## config.mk

```make
export PLATFORM = sky130hd
export DESIGN_NAME = player_press_conditioner_flat
export DESIGN_NICKNAME = d
export VERILOG_FILES = /design/src/rtl/player_press_conditioner_if.sv /design/src/rtl/player_press_conditioner.sv /design/src/flat_wrapper.sv
export SDC_FILE = /design/constraint.sdc
export NUM_CORES = 1
export LEC_CHECK = 0
export BUFFER_PORTS_ARGS = -buffer_cell sky130_fd_sc_hd__buf_2
export CAP_MARGIN = 20
export CORE_MARGIN = 2
export CORE_UTILIZATION = 34
export DETAILED_ROUTE_END_ITERATION = 10
export GPL_TIMING_DRIVEN = 0
export PLACE_DENSITY_LB_ADDON = 0.3
export REMOVE_ABC_BUFFERS = 1
export SETUP_SLACK_MARGIN = 0.2
export SLEW_MARGIN = 20
export SYNTH_ARGS = -nofsm -noshare
export SYNTH_HDL_FRONTEND = slang
export SYNTH_SLANG_ARGS = --single-unit
export TNS_END_PERCENT = 1
```

## constraint.sdc

```tcl
create_clock -name clk -period 1.5 [get_ports clk]
set_input_delay 0.225 -clock clk [delete_from_list [all_inputs] [get_ports clk]]
set_output_delay 0.225 -clock clk [all_outputs]
set_load 0.05 [all_outputs]
```

## src/rtl/player_press_conditioner_if.sv

```systemverilog
// Bundles the tick, enable, raw buttons and request outputs of the press conditioner.
// With PRESS_COUNT_EN defined, it also carries the delivered-press counters.
interface player_press_conditioner_if;
   logic       CE;
   logic       enable;
   logic       btn_l;
   logic       btn_r;
   logic       press_l;
   logic       press_r;
`ifdef PRESS_COUNT_EN
   logic [7:0] count_l;
   logic [7:0] count_r;

   modport master (output CE, enable, btn_l, btn_r, input press_l, press_r, count_l, count_r);
   modport slave  (input CE, enable, btn_l, btn_r, output press_l, press_r, count_l, count_r);
`else
   modport master (output CE, enable, btn_l, btn_r, input press_l, press_r);
   modport slave  (input CE, enable, btn_l, btn_r, output press_l, press_r);
`endif
endinterface

```

## src/rtl/player_press_conditioner.sv

```systemverilog
// Turns two raw player buttons into clean single-press pull requests for the light chain.
// Optional macro PRESS_COUNT_EN adds saturating 8-bit counters of the requests delivered.
module player_press_conditioner #(
   parameter int DEBOUNCE_CYCLES = 16,
   parameter int SYNC_STAGES     = 2
) (
   input logic                        clk,
   input logic                        reset_n,
   player_press_conditioner_if.slave  bus
);

   localparam int            CW        = (DEBOUNCE_CYCLES > 2) ? $clog2(DEBOUNCE_CYCLES) : 1;
   localparam logic [CW-1:0] DB_LAST   = CW'(DEBOUNCE_CYCLES - 1);
   localparam int            SW        = $clog2(SYNC_STAGES + 1);
   localparam logic [SW-1:0] SYNC_FILL = SW'(SYNC_STAGES);

   localparam logic [0:0] ST_IDLE    = 1'b0;
   localparam logic [0:0] ST_PRESSED = 1'b1;

   // Index 0 is the left player, index 1 the right player.
   logic [1:0]             btnRaw;
   logic [SYNC_STAGES-1:0] syncChain_q [2];
   logic [SYNC_STAGES-1:0] syncChain_d [2];
   logic [1:0]             syncLvl;
   logic [CW-1:0]          dbCnt_q [2];
   logic [CW-1:0]          dbCnt_d [2];
   logic [1:0]             stable_q, stable_d;
   logic [1:0]             stablePrev_q, stablePrev_d;
   logic [1:0]             armed_q, armed_d;
   logic [1:0]             pend_q, pend_d;
   logic [SW-1:0]          startCnt_q, startCnt_d;
   logic                   startDone;
   logic [1:0]             pressEdge;
   logic [1:0]             deliver;

   assign btnRaw    = {bus.btn_r, bus.btn_l};
   assign startDone = (startCnt_q == SYNC_FILL);

   // A button only arms once the synchroniser has flushed its reset zeros and shows it released,
   // so a button held through reset never counts as a press.
   always_comb begin
      startCnt_d   = startCnt_q;
      stablePrev_d = stable_q;
      if (!startDone) begin
         startCnt_d = startCnt_q + 1'b1;
      end
      for (int i = 0; i < 2; i++) begin
         syncChain_d[i] = {syncChain_q[i][SYNC_STAGES-2:0], btnRaw[i]};
         syncLvl[i]     = syncChain_q[i][SYNC_STAGES-1];
         stable_d[i]    = stable_q[i];
         dbCnt_d[i]     = '0;
         if (syncLvl[i] != stable_q[i]) begin
            if (dbCnt_q[i] == DB_LAST) begin
               stable_d[i] = syncLvl[i];
            end else begin
               dbCnt_d[i] = dbCnt_q[i] + 1'b1;
            end
         end
         armed_d[i]   = armed_q[i] | (startDone & ~syncLvl[i]);
         pressEdge[i] = (stable_q[i] == ST_PRESSED) && (stablePrev_q[i] == ST_IDLE)
                        && armed_q[i] && bus.enable;
         pend_d[i]    = pressEdge[i] | (pend_q[i] & ~bus.CE);
      end
   end

   always_ff @(posedge clk or negedge reset_n) begin
      if (!reset_n) begin
         for (int i = 0; i < 2; i++) begin
            syncChain_q[i] <= '0;
            dbCnt_q[i]     <= '0;
         end
         stable_q     <= '0;
         stablePrev_q <= '0;
         armed_q      <= '0;
         pend_q       <= '0;
         startCnt_q   <= '0;
      end else begin
         for (int i = 0; i < 2; i++) begin
            syncChain_q[i] <= syncChain_d[i];
            dbCnt_q[i]     <= dbCnt_d[i];
         end
         stable_q     <= stable_d;
         stablePrev_q <= stablePrev_d;
         armed_q      <= armed_d;
         pend_q       <= pend_d;
         startCnt_q   <= startCnt_d;
      end
   end

   // Both pending at once is a tie: neither side is delivered.
   assign deliver[0]  = pend_q[0] & ~pend_q[1];
   assign deliver[1]  = pend_q[1] & ~pend_q[0];
   assign bus.press_l = deliver[0];
   assign bus.press_r = deliver[1];

`ifdef PRESS_COUNT_EN
   logic [7:0] count_q [2];
   logic [7:0] count_d [2];

   always_comb begin
      for (int i = 0; i < 2; i++) begin
         count_d[i] = count_q[i];
         if (bus.CE && deliver[i] && (count_q[i] != 8'hFF)) begin
            count_d[i] = count_q[i] + 8'd1;
         end
      end
   end

   always_ff @(posedge clk or negedge reset_n) begin
      if (!reset_n) begin
         for (int i = 0; i < 2; i++) begin
            count_q[i] <= '0;
         end
      end else begin
         for (int i = 0; i < 2; i++) begin
            count_q[i] <= count_d[i];
         end
      end
   end

   assign bus.count_l = count_q[0];
   assign bus.count_r = count_q[1];
`endif

endmodule

```

## src/flat_wrapper.sv

```systemverilog
// flat-port wrapper written by rule: the top's interface ports become plain ports
module player_press_conditioner_flat 
#(
   parameter int DEBOUNCE_CYCLES = 16,
   parameter int SYNC_STAGES     = 2
)
  (clk, reset_n, bus_CE, bus_enable, bus_btn_l, bus_btn_r, bus_press_l, bus_press_r);
  player_press_conditioner_if bus_i ();
  input logic clk;
  input logic reset_n;
  input wire logic [$bits(bus_i.CE)-1:0] bus_CE;
  input wire logic [$bits(bus_i.enable)-1:0] bus_enable;
  input wire logic [$bits(bus_i.btn_l)-1:0] bus_btn_l;
  input wire logic [$bits(bus_i.btn_r)-1:0] bus_btn_r;
  output wire logic [$bits(bus_i.press_l)-1:0] bus_press_l;
  output wire logic [$bits(bus_i.press_r)-1:0] bus_press_r;
  assign bus_i.CE = bus_CE;
  assign bus_i.enable = bus_enable;
  assign bus_i.btn_l = bus_btn_l;
  assign bus_i.btn_r = bus_btn_r;
  assign bus_press_l = bus_i.press_l;
  assign bus_press_r = bus_i.press_r;
  player_press_conditioner #(.DEBOUNCE_CYCLES(DEBOUNCE_CYCLES), .SYNC_STAGES(SYNC_STAGES)) u_core (.clk(clk), .reset_n(reset_n), .bus(bus_i));
endmodule
```

## Yosys cells after proc, flatten, opt, wreduce, memory -nomap -nowiden

Cells that the tools add are included.

| cells by class | value |
|---|---|
| bitwise operators | 17 |
| add/sub/neg operators | 3 |
| mux-type cells | 4 |
| eq/ne operators | 5 |
| reductions and logical operators | 8 |

Operators by type and width:

| operator | number |
|---|---|
| 2-to-1 mux 4 bit | 4 |
| adder 4 x 1 -> 4 bit, second input constant | 2 |
| == test 4 bit, second input constant | 2 |
| inverter 1 bit | 7 |
| bitwise AND 1 bit | 6 |
| logical AND 1 bit | 6 |
| bitwise OR 1 bit | 4 |
| AND reduction 2 bit | 2 |
| adder 2 x 1 -> 2 bit, second input constant | 1 |
| == test 2 bit, second input constant | 1 |
| inequality test 1 bit | 2 |

| word-level totals | value |
|---|---|
| flip-flop bits (word level) | 22 |
| output and inout port bits | 2 |

## Longest topological paths before layout

Gate-level depths: netlist of the first run.

| logic depth | value |
|---|---|
| depth in word-level cells | 5 |
| gate-level depth with buffers | 4 |
| depth with buffers taken out | 4 |

## Worst setup path before layout of the first run

No wires, ideal clock.

| timing | value |
|---|---|
| path kind | register to output |
| from | register u_core.pend_q[0] |
| to | output port bus_press_l |
| slack | 0.251 ns |
| stages on the path, launching flop included | 3 |
| data required time | 1.275 ns |
| arrival | 1.024 ns |
| cell sequence | dfrtp_1 inv_1 nor2_1 |

| between the ends | value |
|---|---|
| cells in the longest elaborated chain, start to end | 1 |

RTL lines:

| item | RTL line | source |
|---|---|---|
| start, declared | player_press_conditioner.sv:30 | `logic [1:0] pend_q, pend_d;` |
| start signal, assigned | player_press_conditioner.sv:85 | `pend_q <= pend_d;` |
| bitwise AND 1 bit | player_press_conditioner.sv:91 | `assign deliver[0] = pend_q[0] & ~pend_q[1];` |
| end, declared | flat_wrapper.sv:15 | `output wire logic [$bits(bus_i.press_l)-1:0] bus_press_l;` |

Every way passes these cells.

## Final worst setup path of the first run

| timing | value |
|---|---|
| from | register u_core.pend_q[1] |
| to | output port bus_press_r |

| between the ends | value |
|---|---|
| cells in the longest elaborated chain, start to end | 1 |

RTL lines:

| item | RTL line | source |
|---|---|---|
| bitwise AND 1 bit | player_press_conditioner.sv:92 | `assign deliver[1] = pend_q[1] & ~pend_q[0];` |
| end, declared | flat_wrapper.sv:16 | `output wire logic [$bits(bus_i.press_r)-1:0] bus_press_r;` |

Every way passes these cells.

==> impl_metrics.yaml, run 1 <==
clocking:
  cts-root-buf: "clkbuf_4"
  clockBufferDepth: 2
  numCtsBuffers: 3
  clock_sinks: 22
  clk_latency_ns: 0.31
  cts.htree.levels: 1
  cts_setup_buffers: 0
  cts_tree: "done"
  clkTransAtPathRegs_ns: 0.13
layout:
  fin_nets: 90
  drive_gt1_frac: 0.1750
  fill_cells: 240
  synthToLayoutAreaGrowth_pct: 18.57
  final_cell_mix: "dfrtp_1 (22), inv_1 (8), o21ai_0 (6)"
  final_cells: 110
  num_antenna_cells: 0
  layout_commonest_cell: "dfrtp_1"
setup_path:
  path_delay_family: "flip-flops"
  rr_startpoint: "u_core.dbCnt_q[0]"
  crit_slowest_cell: "dfrtp_1"
  worstSetupEndpointType: "output pin"
  arrival_ns: 1.03
  worst-path-max-fanout: 2
  regToRegSetupSlack_ns: 0.35
  critical_path_class: "flop to output pin"
  required_ns: 1.27
  cpPeakStageDelay_ns: 0.38
  r2r_cells: 4
  cp_cell_sequence: "inv_1 -> nor2_1 -> buf_4"
  critical_path.endpoint: "bus_press_r"
  crit_buf_inv: 2
  cp_num_cells: 3
  worstSetupStartpoint: "u_core.pend_q[1]"
  startpoint_type: "flop"
  rr_endpoint: "u_core.dbCnt_q[3]"
global_routing:
  grt_pass1_wl_mm: 2.001
  antenna_found_initial: 0
  grt_pass1_vias: 460
  grt-ovfl-total: 0
  track_usage: 0.09558
  grt_start_max_net_pins: 23
routing:
  wl_met2_um: 560
  first_pass_iters: 3
  drc: 0
  routed_wl_mm: 1.174
  drt-initial-drc-count: 4
  highest-signal-layer: "met4"
  vias: 492
  drt-met1-wl_um: 543
  routed-wl-met3_um: 54
  wl_per_cell_um: 10.67
  antenna_left: 0
  viasPerCell: 4.473
run_status:
  outcome: "finished, final reports clean"
sta:
  setup_viol_count_final: 0
  drv_slew: 0
  rsz0062_at_grt: "true"
  fin_crit_ns: 1.251
  setup_tns_ns: 0
  relSlewSlack: 0.6833
  worst_clock_skew_ns: 0.01031
  hold_viol_final: 0
  worstMarginPinSlew_ns: 0.4751
  period_share: 0.8342
  fmax_ghz: 0.7992
logic_synthesis:
  ys_seq_elements: 22
  synthCells: 67
  yosysSeqAreaShare: 0.6538
  synth_cell_types: 14
  syn_avg_cell_area_um2: 12.57
  synth_area_um2: 842.1
  yosys_warnings: 0
pwr:
  irDropWorstVdd_v: 0.0005819
  p_per_area_nw_per_um2: 1132
  p_leak_nw: 0.4548
min_path:
  hp-class: "primary input to flop"
  hp-start: "bus_btn_r"
floorplan:
  die_h_um: 53.77
  ios: 8
  std_cell_rows: 18
  die_w_um: 53.77
  dieArea_um2: 2891
  coreArea_um2: 2410
  start_util: 0.3494
placed_design:
  gp_congestion: 0.6403
  portBuffers: 7
  dp_hpwl_um: 837
  dp.cells: 104
run:
  maxCapViolations: 0
==> stage by stage <==
stage                     power [mW]  hold slack (ns)  worst slack, ns  utilization  area [um2]
after CTS                      1.143        0.0002932           0.1933       0.4065       979.7
after global placement        0.6882           0.2061           0.4590       0.3795       914.6
after detailed placement      0.6905           0.2130           0.3761       0.3795       914.6
final                          1.130          0.02424           0.2488       0.4143       998.5
after floorplan               0.6650         -0.07059           0.2506            -       842.1
after global routing           1.170          0.02384           0.1799       0.4143       998.5
==> Yosys cell counts <==
library cell,number,area share
nand3_1,2,0.012
a21o_1,2,0.018
nand4b_1,4,0.042
xnor2_1,5,0.052
mux2i_1,1,0.012
o21ai_0,6,0.036
dfrtp_1,22,0.65
nor2b_1,2,0.015
inv_1,8,0.036
a21oi_1,4,0.024
ha_1,3,0.045
nor2_1,4,0.018
nor3b_2,2,0.030
nand2_1,2,0.0089
==> layer usage <==
metal | global-route usage | up-vias
li1 | - | 251
met1 | 0.1301 | 230
met2 | 0.1382 | 9
met3 | 0.02500 | 2
met4 | 0.05128 | 0
met5 | 0 | -
==> area by class of cell <==
type,count,area (um2),area share
clock buffer,3,22.52,0.02256
clock inverter,1,30.03,0.03008
inverter,8,30.03,0.03008
timing repair buffer,9,63.81,0.06391
tap,30,37.54,0.03759
sequential,22,550.5,0.5514
multi-input combinational,37,264.0,0.2644
==> sequential cells by signal (all words and copies together) (netlist names) <==
signal,count
u_core.dbCnt_q,8
u_core.armed_q,2
u_core.pend_q,2
u_core.stablePrev_d,2
u_core.stablePrev_q,2
u_core.startCnt_q,2
u_core.syncChain_d,2
u_core.syncChain_q,2
==> where the power goes <==
part	leakage [nW]	internal, mW	switching (mW)
logic	0.150	0.0268	0.0297
registers	0.277	0.611	0.0160
clock network	0.0279	0.270	0.176
total	0.455	0.908	0.221
==> cells by family (layout without fill, tap and decap cells) <==
family	after synthesis	count (layout)	synth area share
adders and majority gates	3	3	0.04458
DFF	22	22	0.6538
muxes	1	1	0.01189
buffers and inverters	8	21	0.03566
xor gates and xnor gates	5	5	0.05200
AOI/OAI and AO/OA	12	12	0.07726
and+or+nand+nor	16	16	0.1248
==> worst min-delay path by stage <==
stage                                 end  depth (start not counted)
global route        u_core.syncChain_d[1]                          1
detailed placement   u_core.startCnt_q[0]                          1
CTS                 u_core.syncChain_d[3]                          1
floorplan               u_core.armed_q[0]                          0
global placement     u_core.startCnt_q[0]                          1
finish              u_core.syncChain_d[1]                          1
==> repair_timing <==
action | 4_1_cts | 5_1_grt
endpoints found under the hold margin | 22 | 1
pin swaps | 0 | 1
hold buffers | 1 | 1
setup endpoints to repair | 2 | 2
resized for setup | 1 | 4
Note: power is estimated with default switching activity, not from simulation.
==> run 2: changes to the inputs <==
--- a/config.mk
+++ b/config.mk
@@ -5,6 +5,7 @@
 export SDC_FILE = /design/constraint.sdc
 export NUM_CORES = 1
 export LEC_CHECK = 0
+export ABC_AREA = 1
 export BUFFER_PORTS_ARGS = -buffer_cell sky130_fd_sc_hd__buf_2
 export CAP_MARGIN = 20
 export CORE_MARGIN = 2
==> constraint.sdc (replaced) <==
create_clock -name clk -period 1.07 [get_ports clk]
set_input_delay 0.1605 -clock clk [delete_from_list [all_inputs] [get_ports clk]]
set_output_delay 0.1605 -clock clk [all_outputs]
set_load 0.05 [all_outputs]
==> run 2 against run 1 <==
- the run now ends with negative setup slack left
- clock power is 23% lower
- die area is 1.5% higher
- cell count is 12% higher
- via count is 10% higher
- largest power group unchanged
- count of clock-buffer cells in the layout stayed put
- clock skew is 0.0096 ns lower
- combinational power is 93% higher
- first-iteration DRC count is 100% lower
- critical path depth stayed put
- hold slack better by 0.035 ns
==> impl_metrics.yaml, run 2 <==
routing:
  vias: 543
  routed_wl_mm: 1.292
  first_pass_iters: 1
  drt-initial-drc-count: 0
  wl_per_cell_um: 10.50
  drc: 0
  viasPerCell: 4.415
  antenna_left: 0
setup_path:
  regToRegSetupSlack_ns: 0.09
  critical_path.endpoint: "bus_press_l"
  worstSetupStartpoint: "u_core.pend_q[0]"
  startpoint_type: "flop"
  critical_path_class: "flop to output pin"
  r2r_cells: 4
  required_ns: 0.91
  rr_endpoint: "u_core.dbCnt_q[7]"
  arrival_ns: 1.01
  rr_startpoint: "u_core.dbCnt_q[4]"
  worst-path-max-fanout: 2
  worstSetupEndpointType: "output pin"
floorplan:
  die_h_um: 54.17
  dieArea_um2: 2934
  die_w_um: 54.17
  coreArea_um2: 2432
  start_util: 0.3519
  ios: 8
  std_cell_rows: 18
min_path:
  hp-class: "primary input to flop"
  hp-start: "bus_CE"
sta:
  period_share: 1.098
  setup_viol_count_final: 2
  fin_crit_ns: 1.175
  fin_ws_ns: -0.1051
  whs_ns: 0.05938
  setup_tns_ns: -0.1980
  worstMarginPinSlew_ns: 0.4690
  hold_viol_final: 0
  fmax_ghz: 0.8510
  relSlewSlack: 0.6873
  worst_clock_skew_ns: 0.0006962
  drv_slew: 0
  rsz0062_at_grt: "true"
layout:
  largest_register: "u_core.dbCnt_q"
  register_area_um2: 553.0
  synthToLayoutAreaGrowth_pct: 29.68
  num_antenna_cells: 0
  final_cells: 123
  drive_gt1_frac: 0.3978
  largest_reg_flops: 8
  stdcell_area_um2: 1110
  utilization: 0.4563
  fill_cells: 235
  multi_input_comb_area_um2: 370.4
  final_cell_mix: "dfrtp_1 (20), nand2_1 (10), inv_1 (6), nor2_1 (6), inv_2 (6)"
  fin_nets: 104
  layout_commonest_cell: "dfrtp_1"
pwr:
  switching_power_mw: 0.2987
  p_per_area_nw_per_um2: 1210
  intPower_mw: 1.044
  p_sw_frac: 0.2224
  p_clk_frac: 0.256
  power_mw: 1.343
  p_leak_nw: 0.5042
  irDropWorstVdd_v: 0.0004808
  seq_power_share: 0.663
  p_comb_frac: 0.081
placed_design:
  dp.cells: 117
  portBuffers: 7
  dpl_worst_slack_ns: 0.03003
  place_area_um2: 928.4
  dp_hpwl_um: 898.1
  gp_congestion: 0.6894
clocking:
  clkTransAtPathRegs_ns: 0.10
  numCtsBuffers: 3
  clk_latency_ns: 0.29
  cts_setup_buffers: 0
  clock_sinks: 22
  clockBufferDepth: 2
  cts.htree.levels: 1
  cts-root-buf: "clkbuf_4"
  cts_tree: "done"
logic_synthesis:
  ys_async_sr_fraction: 1.000
  yosys_warnings: 0
  ys_seq_elements: 22
  synth_cell_types: 14
  ys_top_cells_by_area: "dfrtp_1 (64%), inv_1 (5.3%), nand2_1 (4.8%), ha_1 (4.4%), nor2_1 (4.4%)"
  syn_avg_cell_area_um2: 10.70
  synthCells: 80
  synth-edff-count: 0
  yosys-top-cells-count: "dfrtp_1 (22), inv_1 (12), nand2_1 (11)"
  synth_top_cell_area_share: 0.6433
  yosysSeqAreaShare: 0.6433
  yosys.area.top_type: "dfrtp_1"
  synth_area_um2: 855.8
  synth.most_common_cell: "dfrtp_1"
  synth_ff_type: "dfrtp_1"
global_routing:
  antenna_found_initial: 0
  grt_pass1_wl_mm: 2.283
  grt_pass1_vias: 573
  grt_start_max_net_pins: 23
  grt-ovfl-total: 0
  track_usage: 0.1133
run_status:
  outcome: "finished with violations"
  failed_checks: "negative setup slack"
run:
  maxCapViolations: 0
[run 2: cell count changes after synthesis, moves of 4 or more]
cell,before,now
nand3_1,2,6
o21ai_0,6,1
nand4b_1,4,0
inv_1,8,12
nor2_1,4,10
a21oi_1,4,0
nand2_1,2,11
[run 2: power groups by stage]
| stage | sequential [mW] | clock, mW | combinational (mW) |
|---|---|---|---|
| after floorplan | 0.890 | 0 | 0.0413 |
| after global placement | 0.894 | 0 | 0.0718 |
| after detailed placement | 0.895 | 0 | 0.0743 |
| after CTS | 0.886 | 0.372 | 0.0975 |
| after global routing | 0.896 | 0.404 | 0.125 |
| final | 0.891 | 0.343 | 0.109 |
[run 2: final cells by class]
type	instances	area share
Clock buffer	3	0.02029
Inverter	12	0.04059
Multi-Input combinational cell	46	0.3337
Sequential cell	22	0.4983
Tap cell	30	0.03382
Timing Repair Buffer	10	0.07328
[run 2: kinds of logic after synthesis]
logic type | share of synthesized area
AND/OR/NAND/NOR | 0.1798
flip-flops | 0.6433
buffers and inverters | 0.05263
AO/OA/AOI/OAI | 0.04969
XOR/XNOR | 0.03071
adder cells (fa/ha/maj) | 0.04386
[run 2: worst max-delay path, cell delays in order (launching register included)]
cell and delay [ns]:
dfrtp_1 0.40, inv_2 0.07, nor2_4 0.11, buf_8 0.15
[run 2: routing by layer]
layer / part of all wire / track usage / up-vias
li1: - / - / 280
met1: 0.44 / 0.1217 / 252
met2: 0.51 / 0.1968 / 9
met3: 0.033 / 0.03333 / 2
met4: 0.015 / 0.06250 / 0
met5: 0 / 0 / -
[run 2: timing repair]
action	in CTS	in global routing
hold buffers	3	0
pin swaps	20	22
hold endpoints to repair	24	0
setup endpoints to repair	16	16
gates resized for setup	17	18
[run 2: how the worst min path moves through the flow]
stage,end,slack [ns],cells after the start
after global placement,u_core.dbCnt_q[4],0.14,1
after floorplan,u_core.armed_q[0],-0.14,0
final,u_core.pend_q[0],0.06,2
after CTS,u_core.pend_q[0],0.04,2
after detailed placement,u_core.dbCnt_q[7],0.15,1
after global routing,u_core.pend_q[0],0.04,2
==> run 3: changes to the inputs <==
--- a/config.mk
+++ b/config.mk
@@ -8,6 +8,7 @@
 export ABC_AREA = 1
 export BUFFER_PORTS_ARGS = -buffer_cell sky130_fd_sc_hd__buf_2
 export CAP_MARGIN = 20
+export CORE_ASPECT_RATIO = 0.7
 export CORE_MARGIN = 2
 export CORE_UTILIZATION = 34
 export DETAILED_ROUTE_END_ITERATION = 10
==> run 3 against run 2 <==
- the flow still finishes with violations (negative setup slack)
- utilization up 2.2 points
- cell count rose by 4.9%
- sequential share of layout area decreased by 2.0 points
- largest power group unchanged
==> impl_metrics.yaml, run 3 (synthesis results as in run 2) <==
run_status:
  outcome: "finished with violations"
  failed_checks: "negative setup slack"
placed_design:
  dpl_worst_slack_ns: 0.03221
  dp_hpwl_um: 912.1
  dp.cells: 121
  gp_congestion: 0.7117
  portBuffers: 7
  place_area_um2: 933.4
floorplan:
  ios: 8
  dieArea_um2: 2941
  std_cell_rows: 15
  start_util: 0.3535
  coreArea_um2: 2421
  die_w_um: 63.97
  die_h_um: 45.98
layout:
  final_cell_mix: "dfrtp_1 (20), nand2_1 (10), inv_1 (6), inv_2 (6)"
  utilization: 0.4780
  layout_commonest_cell: "dfrtp_1"
  final_cells: 129
  largest_reg_flops: 8
  fin_nets: 105
  synthToLayoutAreaGrowth_pct: 35.23
  stdcell_area_um2: 1157
  largest_register: "u_core.dbCnt_q"
  drive_gt1_frac: 0.4211
  num_antenna_cells: 0
setup_path:
  regToRegSetupSlack_ns: 0.09
  critical_path_class: "flop to output pin"
  startpoint_type: "flop"
  required_ns: 0.91
  crit_buf_inv: 2
  arrival_ns: 1.02
  cpPeakStageDelay_ns: 0.42
  cp_cell_sequence: "inv_2 -> nor2_2 -> buf_6"
  crit_slowest_cell: "dfrtp_1"
  worst-path-max-fanout: 2
  path_delay_family: "flip-flops"
  worstSetupEndpointType: "output pin"
routing:
  drc: 0
  antenna_left: 0
  first_pass_iters: 4
  wl_per_cell_um: 10.88
  vias: 589
  viasPerCell: 4.566
  routed_wl_mm: 1.404
  drt-initial-drc-count: 4
clocking:
  clock_sinks: 22
  cts_tree: "done"
  clk_latency_ns: 0.30
  cts.htree.levels: 1
  clkTransAtPathRegs_ns: 0.11
  clockBufferDepth: 2
  cts-root-buf: "clkbuf_4"
  numCtsBuffers: 3
sta:
  worstMarginPinSlew_ns: 0.4679
  fmax_ghz: 0.8462
  setup_tns_ns: -0.2088
  setup_viol_count_final: 2
  whs_ns: 0.04591
  drv_slew: 0
  period_share: 1.104
  worst_clock_skew_ns: 0.004248
  fin_ws_ns: -0.1117
  rsz0062_at_grt: "true"
  fin_crit_ns: 1.182
  relSlewSlack: 0.6881
  hold_viol_final: 0
global_routing:
  track_usage: 0.1051
  grt_pass1_vias: 544
  grt-ovfl-total: 0
  grt_start_max_net_pins: 23
  antenna_found_initial: 0
  grt_pass1_wl_mm: 2.290
run:
  maxCapViolations: 0
pwr:
  p_leak_nw: 0.5202
  p_per_area_nw_per_um2: 1405
  irDropWorstVdd_v: 0.0008200
  power_mw: 1.626
min_path:
  hp-class: "primary input to flop"
-- run 3: cell count changes in the layout (fill, tap and decap cells not counted), sizes merged --
cell / change
buf: +1
bufinv: +1
-- run 3: area by class of cell --
class,count,area [um2]
multi-input combinational,46,379.1
inverter,12,45.04
sequential,22,553.0
fill,222,1264
tap,34,42.54
timing repair buffer,11,85.08
clock buffer,3,22.52
clock inverter,1,30.03
-- run 3: layer usage --
metal / global-route usage / wire length [um] / part of all wire / vias to the layer above
met5: 0 / 0 / 0 / -
met4: 0.02609 / 0 / 0 / 0
met3: 0.04455 / 59 / 0.042 / 0
met2: 0.1729 / 696 / 0.50 / 10
met1: 0.1303 / 649 / 0.46 / 293
li1: - / - / - / 286
-- run 3: timing repair --
item | CTS | global route
gates resized for setup | 20 | 16
endpoints found under the setup margin | 16 | 16
hold buffers | 3 | 0
hold endpoints to repair | 24 | 0
pin swaps | 19 | 23
buffers inserted | 1 | 0
-- run 3: power by group --
group / internal (mW) / leakage [nW] / switching [mW]
Combinational: 0.0576 / 0.217 / 0.0565
Sequential: 0.858 / 0.275 / 0.0346
Clock: 0.379 / 0.0279 / 0.240
Total: 1.29 / 0.520 / 0.331
-- run 3: path summary, 6_finish.rpt --
check / cells past startpoint / to / startpoint
setup / recovery: 3 / bus_press_r / u_core.pend_q[1]
hold / removal: 2 / u_core.pend_q[0] / bus_CE
setup reg to reg: 4 / u_core.dbCnt_q[4] / u_core.dbCnt_q[4]
hold reg to reg: 0 / u_core.syncChain_q[1] / u_core.syncChain_d[1]
max in group asynchronous: 2 / u_core.dbCnt_q[4] / reset_n
min in group asynchronous: 2 / u_core.syncChain_d[3] / reset_n
-- run 3: worst reg2reg max path, stage by stage, from the launching register on --
cell and delay, ns:
dfrtp_2 0.46, ha_4 0.19, nand3_4 0.10, nand3_2 0.07, nor2_1 0.10
